File: config.mk
export PLATFORM = sky130hd
export DESIGN_NAME = switch_reader
export DESIGN_NICKNAME = d
export VERILOG_FILES = /design/src/rtl/switch_reader.sv
export SDC_FILE = /design/constraint.sdc
export NUM_CORES = 1
export LEC_CHECK = 0
export CORE_ASPECT_RATIO = 1.25
export CORE_MARGIN = 5
export CORE_UTILIZATION = 30
export DETAILED_ROUTE_END_ITERATION = 7
export HOLD_SLACK_MARGIN = 0.05
export PLACE_DENSITY_LB_ADDON = 0.15
export SLEW_MARGIN = 15
export SYNTH_ARGS = -nofsm -noshare
export SYNTH_HDL_FRONTEND = slang
export SYNTH_SLANG_ARGS = --single-unit
File: constraint.sdc
create_clock -name switch_clk -period 3.8 [get_ports switch_clk]
set_input_delay 0.57 -clock switch_clk [delete_from_list [all_inputs] [get_ports switch_clk]]
set_output_delay 0.57 -clock switch_clk [all_outputs]
set_load 0.05 [all_outputs]
File: src/rtl/switch_reader.sv
// Memory-mapped DIP switch / push button input port: synchronise, debounce, latch
// button presses as sticky flags, and return switch state or flags on a chip-selected read.
module switch_reader #(
    parameter int unsigned SW_W            = 16,
    parameter int unsigned BTN_W           = 5,
    parameter int unsigned DEBOUNCE_CYCLES = 200000
) (
    input  logic             switch_clk,
    input  logic             switchrst,
    input  logic             switchcs,
    input  logic             switchread,
    input  logic [1:0]       switchaddr,
    input  logic [SW_W-1:0]  sw_raw,
    input  logic [BTN_W-1:0] btn_raw,
    output logic [15:0]      switchrdata,
    output logic             btn_pending
);

    localparam int unsigned   CW      = $clog2(DEBOUNCE_CYCLES);
    localparam logic [CW-1:0] CNT_MAX = CW'(DEBOUNCE_CYCLES - 1);

    logic [SW_W-1:0]  sw_meta, sw_sync, sw_cand, sw_deb;
    logic [CW-1:0]    sw_cnt;
    logic [BTN_W-1:0] btn_meta, btn_sync, btn_cand, btn_deb, btn_deb_q;
    logic [CW-1:0]    btn_cnt [BTN_W];
    logic [BTN_W-1:0] flags, flags_next, rise, clr;
    logic             rd_en;
    logic [15:0]      sw_ext, flags_ext;

    // Two-stage synchronisers for the asynchronous pins.
    always_ff @(posedge switch_clk or negedge switchrst) begin
        if (!switchrst) begin
            sw_meta  <= '0;
            sw_sync  <= '0;
            btn_meta <= '0;
            btn_sync <= '0;
        end else begin
            sw_meta  <= sw_raw;
            sw_sync  <= sw_meta;
            btn_meta <= btn_raw;
            btn_sync <= btn_meta;
        end
    end

    // The switch vector debounces as one unit: any bit changing restarts the count.
    always_ff @(posedge switch_clk or negedge switchrst) begin
        if (!switchrst) begin
            sw_cand <= '0;
            sw_cnt  <= '0;
            sw_deb  <= '0;
        end else if (sw_sync != sw_cand) begin
            sw_cand <= sw_sync;
            sw_cnt  <= '0;
        end else if (sw_cnt == CNT_MAX) begin
            sw_deb  <= sw_cand;
        end else begin
            sw_cnt  <= sw_cnt + 1'b1;
        end
    end

    always_ff @(posedge switch_clk or negedge switchrst) begin
        if (!switchrst) begin
            btn_cand <= '0;
            btn_cnt  <= '{default: '0};
            btn_deb  <= '0;
        end else begin
            for (int i = 0; i < BTN_W; i++) begin
                if (btn_sync[i] != btn_cand[i]) begin
                    btn_cand[i] <= btn_sync[i];
                    btn_cnt[i]  <= '0;
                end else if (btn_cnt[i] == CNT_MAX) begin
                    btn_deb[i]  <= btn_cand[i];
                end else begin
                    btn_cnt[i]  <= btn_cnt[i] + 1'b1;
                end
            end
        end
    end

    always_comb begin
        rd_en      = switchcs & switchread;
        rise       = btn_deb & ~btn_deb_q;
        clr        = (rd_en && switchaddr == 2'b10) ? flags : '0;
        // A rise coinciding with a clearing read survives and is left for the next read.
        flags_next = (flags & ~clr) | rise;
        sw_ext     = '0;
        sw_ext[SW_W-1:0]   = sw_deb;
        flags_ext  = '0;
        flags_ext[BTN_W-1:0] = flags;
    end

    always_ff @(posedge switch_clk or negedge switchrst) begin
        if (!switchrst) begin
            btn_deb_q   <= '0;
            flags       <= '0;
            switchrdata <= '0;
        end else begin
            btn_deb_q <= btn_deb;
            flags     <= flags_next;
            if (rd_en) begin
                unique case (switchaddr)
                    2'b00:   switchrdata <= sw_ext;
                    2'b10:   switchrdata <= flags_ext;
                    default: switchrdata <= '0;
                endcase
            end
        end
    end

    assign btn_pending = |flags;

endmodule

* Yosys cells after proc, flatten, opt, wreduce, memory -nomap -nowiden *
Cells that the tools add are included.
W data, S select, Z words.

storage, ports and cells
  register bits = 218
  output and inout port bits = 17
  logic and storage cells = 85

operators by class
  add/sub/neg operators = 6
  eq/ne operators = 19
  mux-type cells = 14
  bitwise operators = 12
  reductions and logical operators = 9

operators with widths
  operator                 number
  $mux W18                 12
  $add A18 B1 Y18 const B  6
  $eq A18 B18 Y1 const B   6
  $pmux W16 S2             1
  $ne A16 B16 Y1           1
  $ne A2 B2 Y1 const B     6
  $reduce_and A2 Y1        6
  $and A5 B5 Y5            2
  $not A5 Y5               2
  $not A1 Y1               6
  $mux W5                  1
  $ne A1 B1 Y1             5
  $or A5 B5 Y5             1
  $reduce_or A5 Y1         1
  $eq A2 B2 Y1 const B     1
  $logic_not A2 Y1         1
  $and A1 B1 Y1            1
  $logic_and A1 B1 Y1      1

* Longest topological paths before layout *
Gate-level depths: netlist of the first run.

  depth after elaboration = 6
  depth in mapped cells = 7
  depth with buffers taken out = 6

* Worst setup path after synthesis of the first run *
Ideal clock, no wire load.

  path type = register to register
  from = reg sw_cand[9]
  to = reg sw_deb[10]
  data arrival time = 1.972 ns
  data required time = 3.675 ns
  path slack = 1.703 ns
  stages on the path, launching flop included = 8
  period minus slack after synthesis = 2.097 ns
  cells stage by stage = dfrtp_1 -> xor2_1 -> nor4_2 -> nand4_2 -> or3_1 -> buf_6 -> buf_6 -> mux2_4

on the way
  longest elaborated chain between the ends = 3

RTL lines
  what                                line  source
  from (decl)                         22    logic [SW_W-1:0] sw_meta, sw_sync, sw_cand, sw_deb;
  from (signal assigned)              52    sw_cand <= sw_sync;
  $ne A16 B16 Y1                      51    end else if (sw_sync != sw_cand) begin
  $not A1 Y1 (no source line)         -
  $reduce_and A2 Y1 (no source line)  -
  to (signal assigned)                55    sw_deb <= sw_cand;
  to (decl)                           22

No other way between the ends.
A chain may end at the register's enable or synchronous reset.

* Worst setup path in the final report of the first run *
  from = reg sw_cand[12]
  to = reg sw_deb[15]

The elaborated chain is that of the path after synthesis.

==> results of run 1 <==
layout make-up:
| class | count | share of cell area, % |
|---|---|---|
| inverter | 13 | 0.452 |
| timing repair buffer | 56 | 4.94 |
| multi-input combinational | 530 | 31.3 |
| tap | 401 | 4.65 |
| clock inverter | 3 | 0.371 |
| sequential | 218 | 50.6 |
| clock buffer | 43 | 7.66 |
layer usage:
layer  global-route usage [%]  up-vias  share of wire [%]
li1                         -     2845                  -
met3                     1.92       33                3.4
met4                     3.36        0                2.4
met5                        0        -                  0
met2                     17.8       59                 47
met1                     14.9     2899                 47
cells in the final DEF (no fill, tap or decap), drive strengths merged, types with 16 or more instances in the layout:
master,synthesis,layout
a21oi,17,17
mux2,16,16
o21ai,27,27
clkbuf,32,43
nor2,108,108
nand2,46,46
nand4,19,19
clkdlybuf4s50,0,42
xor2,69,69
and3,16,16
nand3,54,54
nor4,16,16
xnor2,30,30
nor3,18,18
dfrtp,218,218
logic make-up after synthesis:
family | count (synthesis)
flops | 218
mux | 26
buf+inv | 47
xor+xnor | 99
compound gates | 80
fa+ha+maj | 6
simple gates | 319
report_power, final:
part	total, W	internal [W]	leakage, nW	switching (W)
combinational	0.000258	0.0000947	1.31	0.000163
clock	0.00245	0.00153	0.428	0.000911
sequential	0.00245	0.00239	2.88	0.0000612
total	0.00515	0.00402	4.62	0.00114
through the flow:
step | setup slack (ns) | util, % | hold WS, ns
after floorplan | 1.70 | - | 0.274
final | 1.25 | 36.0 | 0.134
after global routing | 1.08 | 36.0 | 0.209
after detailed placement | 1.18 | 33.1 | 0.335
after CTS | 1.17 | 36.0 | 0.168
after global placement | 1.20 | 33.1 | 0.333
flip-flops by register name, indices dropped and copies added (netlist names):
| register | flops |
|---|---|
| sw_cand | 16 |
| btn_cnt | 90 |
| switchrdata | 16 |
| btn_deb_q | 5 |
| sw_deb | 16 |
| btn_cand | 5 |
| flags | 5 |
| sw_meta | 16 |
| btn_sync | 5 |
| btn_meta | 5 |
| sw_sync | 16 |
| btn_deb | 5 |
| sw_cnt | 18 |
worst paths after layout:
path                                         to  slack [ns]  cells past startpoint
worst max-delay path                 sw_deb[15]        1.25                      6
worst min-delay path            switchrdata[14]        0.13                      1
worst max register to register       sw_deb[15]        1.25                      6
worst min register to register      sw_sync[13]        0.35                      0
max in group asynchronous             sw_deb[1]        2.77                      2
min in group switch_clk             sw_sync[13]        0.35                      0
worst max-delay path, cell delays in order (launching register included):
cell     delay [ns]
dfrtp_1        0.38
xor2_1         0.17
nor4_2         0.38
nand4_2        0.13
buf_4          0.22
or3_1          0.71
mux2_4         0.44
==> metrics.cfg, run 1 <==
[sta]
finalSetupViolCount=0
fin_crit_sh_pct=67.2
slew_headroom_pct=38.3
slew_violations=0
skew_ns=0.0102
tightest_slew_ns=0.925
rsz0062_at_grt=no
hold_viol=0
fin_tns_setup_ns=0
max_freq_ghz=0.391
fin_crit_ns=2.55

[layout]
layout.nets=878
area_delta_synth_final_pct=19.5
fin_cells=1264
seq_area_um2=5460
layout-drive-gt1-share_pct=9.39
multi_input_area_um2=3380
fin_area_um2=10800
n_antenna_cell=0
n_fill_cell=2969

[die]
die_h_um=204
start_util_pct=30.2
die_w_um=165
ios=44
dieArea_um2=33700
rows=71
core-area_um2=29900

[power]
ir_worst_vdd_mv=0.347
p_leak_nw=4.62
finalPower_w=0.00515
p_per_area_nw_per_um2=478

[setup_path]
cp-startpoint=sw_cand[12]
r2r_start=sw_cand[12]
end_kind=register
required_ns=4.19
critPathArrivalTime_ns=2.94
critPathLaunchType=register
cp_max_fo=19
path_class=register to register

[synth]
async_flop_share_pct=100
synth.avg_cell_area_um2=11.4
synth_mux_area_share_pct=3.52
yosys.area_share.simple_pct=17.9
synth_edf_count=0
synth_top_family_by_area=simple AND/OR/NAND/NOR gates
synth_compound_area_share_pct=5.54
synth.net_count=828
ys.flop_type=dfrtp_1
seq_area_frac_synth_pct=60.4
ys_ff_latch=218
yosysTopAreaCellShare_pct=60.4
ys_top_cells_by_count=dfrtp_1 (218), nor2_1 (108), xor2_1 (69)
yosysWarnings=0
synth_top_area_cell=dfrtp_1
synthDistinctLibCells=44
synth.area.top_cells=dfrtp_1 (60%), xor2_1 (6.7%), nor2_1 (4.5%)
yosys.area_share.adder_pct=0.832
yosysMostFrequentCell=dfrtp_1
synthXorXnorAreaFrac_pct=9.60
synth_cells=795
syn_area_um2=9030

[routing]
vias=5836
drtIter0Drc=238
drt-total-wl_um=17700
antenna_left=0
wl_per_cell_um=14.0
firstDrtPassIters=4
drc_errors=0
vias_per_cell=4.62

[global_route]
grt_max_degree=118
antenna_found_initial=0
grt_pass1_wl_um=30600
grt_remaining_overflow=0
grt_pass1_vias=6027
grt_usage_pct=10.9

[clock_tree]
cts_setup_buffers=0
cts_tree=built
cts_made_buffers=26
clk_pin_slew_ns=0.06
cts_max_level=1
clkLatencyLatePin_ns=0.51
cts-root-buf=clkbuf_16
clock_sinks=218
holdBufCountCts=0
clock_path_buffers=3
cts.repair.resized=0

[placement]
place.detailed.hpwl_um=11700
io_buffers=43
gp_congestion=0.736
dp.cells=1218
place_area_um2=9920

[job]
maxCapViolations=0

[min_path]
worstHoldPathType=input port to asynchronous set/reset pin

[run_status]
status=completed

Note: power is estimated with default switching activity, not from simulation.
==> run 2, diff against run 1 <==
==> constraint.sdc (replaced) <==
create_clock -name switch_clk -period 2.25 [get_ports switch_clk]
set_input_delay 0.3375 -clock switch_clk [delete_from_list [all_inputs] [get_ports switch_clk]]
set_output_delay 0.3375 -clock switch_clk [all_outputs]
set_load 0.05 [all_outputs]
==> metrics.cfg, run 2 (synthesis gave the netlist of run 1 again) <==
[run_status]
status=completed  ; unchanged

[power]
p_per_area_nw_per_um2=812  ; was 478 nW/um2
finalPower_w=0.00892  ; was 0.00515 W
ir_worst_vdd_mv=0.479  ; was 0.347 mV
p_leak_nw=4.72  ; was 4.62 nW

[setup_path]
path_class=register to register  ; unchanged
critPathLaunchType=register  ; unchanged
critPathArrivalTime_ns=2.50  ; was 2.94 ns
critical_path.cell_chain=xor2_1 > nor4_2 > nand4_2 > or3_1 > buf_12 > mux2_4  ; was xor2_1 > nor4_2 > nand4_2 > buf_4 > or3_1 > mux2_4
timing.critical_path.buf_inv=1  ; unchanged
cp_max_fo=12  ; was 19
end_kind=register  ; unchanged
cpLargestDelayFamily=simple AND/OR/NAND/NOR gates  ; unchanged
required_ns=2.64  ; was 4.19 ns
critical-path-slowest-cell=nor4_2  ; was or3_1
slowest_delay_ns=0.43  ; was 0.71 ns

[sta]
finalSetupViolCount=0  ; unchanged
fin_crit_ns=2.11  ; was 2.55 ns
skew_ns=0.0106  ; was 0.0102 ns
hold_viol=0  ; unchanged
fin_crit_sh_pct=93.6  ; was 67.2%
fin_tns_setup_ns=0  ; unchanged
max_freq_ghz=0.475  ; was 0.391 GHz
tightest_slew_ns=0.647  ; was 0.925 ns
rsz0062_at_grt=no  ; unchanged
slew_violations=0  ; unchanged
slew_headroom_pct=56.4  ; was 38.3%

[placement]
place.detailed.hpwl_um=12200  ; was 11700 um
place_area_um2=10100  ; was 9920 um2
io_buffers=43  ; unchanged
gp_congestion=0.741  ; was 0.736
dp.cells=1231  ; was 1218

[routing]
vias=5847  ; was 5836
antenna_left=0  ; unchanged
drt-total-wl_um=17900  ; was 17700 um
drc_errors=0  ; unchanged
wl_per_cell_um=14.0  ; about the same
drtIter0Drc=354  ; was 238
firstDrtPassIters=5  ; was 4
vias_per_cell=4.58  ; was 4.62

[layout]
area_delta_synth_final_pct=21.6  ; was 19.5%
top_regs=btn_cnt (90), sw_cnt (18)  ; unchanged
top_register=btn_cnt  ; unchanged
largest_reg_flops=90  ; unchanged
fin_area_um2=11000  ; was 10800 um2
layout.nets=890  ; was 878
fin_cells=1276  ; was 1264
most-common-layout-cells=dfrtp_1 (218), nor2_1 (108), xor2_1 (69)  ; unchanged
n_fill_cell=2974  ; was 2969
layout_commonest_cell=dfrtp_1  ; unchanged
layout-drive-gt1-share_pct=11.0  ; was 9.39%
n_antenna_cell=0  ; unchanged

[clock_tree]
cts_max_level=1  ; unchanged
clkLatencyLatePin_ns=0.51  ; about the same
cts_made_buffers=24  ; was 26
cts-root-buf=clkbuf_16  ; unchanged
clock_sinks=218  ; unchanged
cts_setup_buffers=0  ; unchanged
cts_tree=built  ; unchanged
clock_path_buffers=3  ; unchanged
clk_pin_slew_ns=0.06  ; about the same

[global_route]
grt_usage_pct=11.1  ; was 10.9%
antenna_found_initial=0  ; unchanged
grt_remaining_overflow=0  ; unchanged
grt_max_degree=62  ; was 118
grt_pass1_wl_um=31200  ; was 30600 um
grt_pass1_vias=6132  ; was 6027

[die]
die_w_um=165  ; unchanged
core-area_um2=29900  ; unchanged
ios=44  ; unchanged
dieArea_um2=33700  ; unchanged
die_h_um=204  ; unchanged
start_util_pct=30.2  ; unchanged
rows=71  ; unchanged

[min_path]
worstHoldPathType=input port to register  ; was input port to asynchronous set/reset pin

[job]
maxCapViolations=0  ; unchanged

==> run 2: changes by cell type in the layout (fill, tap and decap cells not counted) <==
cell,previous run,this run
clkbuf_16,27,25
dlygate4sd3_1,0,1
buf_4,13,21
clkdlybuf4s50_1,42,41
bufinv_16,1,5
clkbuf_8,9,5
clkinv_2,2,4
clkinvlp_4,0,2
dlygate4sd2_1,0,1
buf_12,0,5
clkbuf_1,7,3
==> run 2: per-stage QoR <==
stage | hold WS [ns] | setup WS, ns | utilization (%)
after floorplan | 0.0419 | 0.153 | -
after detailed placement | 0.327 | 0.141 | 33.7
after global routing | 0.236 | 0.0588 | 36.7
after global placement | 0.332 | 0.180 | 33.7
final | 0.261 | 0.144 | 36.7
after CTS | 0.228 | 0.127 | 36.7
==> run 2: area by class of cell <==
cell class / count / area (um2) / area share, %
Sequential cell: 218 / 5460 / 49.7
Timing Repair Buffer: 70 / 702 / 6.39
Clock inverter: 11 / 185 / 1.69
Clock buffer: 33 / 706 / 6.43
Inverter: 13 / 48.8 / 0.444
Multi-Input combinational cell: 530 / 3380 / 30.8
Tap cell: 401 / 502 / 4.57
==> run 2: final timing paths <==
| kind | start | endpoint | depth (start not counted) | slack, ns |
|---|---|---|---|---|
| setup / recovery | sw_cand[12] | sw_deb[12] | 6 | 0.14 |
| hold / removal | btn_raw[4] | btn_meta[4] | 1 | 0.26 |
| setup reg to reg | sw_cand[12] | sw_deb[12] | 6 | 0.14 |
| hold reg to reg | btn_meta[4] | btn_sync[4] | 0 | 0.35 |
| max in group asynchronous | switchrst | sw_sync[1] | 3 | 1.22 |
| min in group asynchronous | switchrst | sw_meta[11] | 2 | 0.37 |
==> run 2: timing repair <==
action / in CTS / in global routing
hold endpoints to repair: 55 / 0
setup endpoints to repair: 1 / 0
resized for setup: 1 / 0
hold buffers: 1 / 0
==> run 2: where the power goes <==
part           switching [W]  internal, W  total [W]
registers           0.000102      0.00404    0.00414
logic               0.000282     0.000171   0.000453
clock network        0.00156      0.00276    0.00433
total                0.00195      0.00697    0.00892
==> run 2: per-layer routing <==
layer	GRT usage, %	up-vias	wire length [um]
li1	-	2871	-
met1	14.9	2888	8150
met2	18.5	63	8790
met3	2.00	25	656
met4	2.97	0	317
met5	0	-	0
==> run 2: worst register-to-register path, stage by stage, from the launching register on <==
cell and delay (ns):
dfrtp_1 0.38, xor2_1 0.17, nor4_2 0.43, nand4_2 0.15, or3_1 0.39, buf_12 0.18, mux2_4 0.30
==> run 3, diff against run 2 <==
--- a/config.mk
+++ b/config.mk
@@ -15,3 +15,4 @@
 export SYNTH_ARGS = -nofsm -noshare
 export SYNTH_HDL_FRONTEND = slang
 export SYNTH_SLANG_ARGS = --single-unit
+export TNS_END_PERCENT = 1
==> results of run 3 <==
No change in the layout: final DEF, timing and power equal those of run 2.
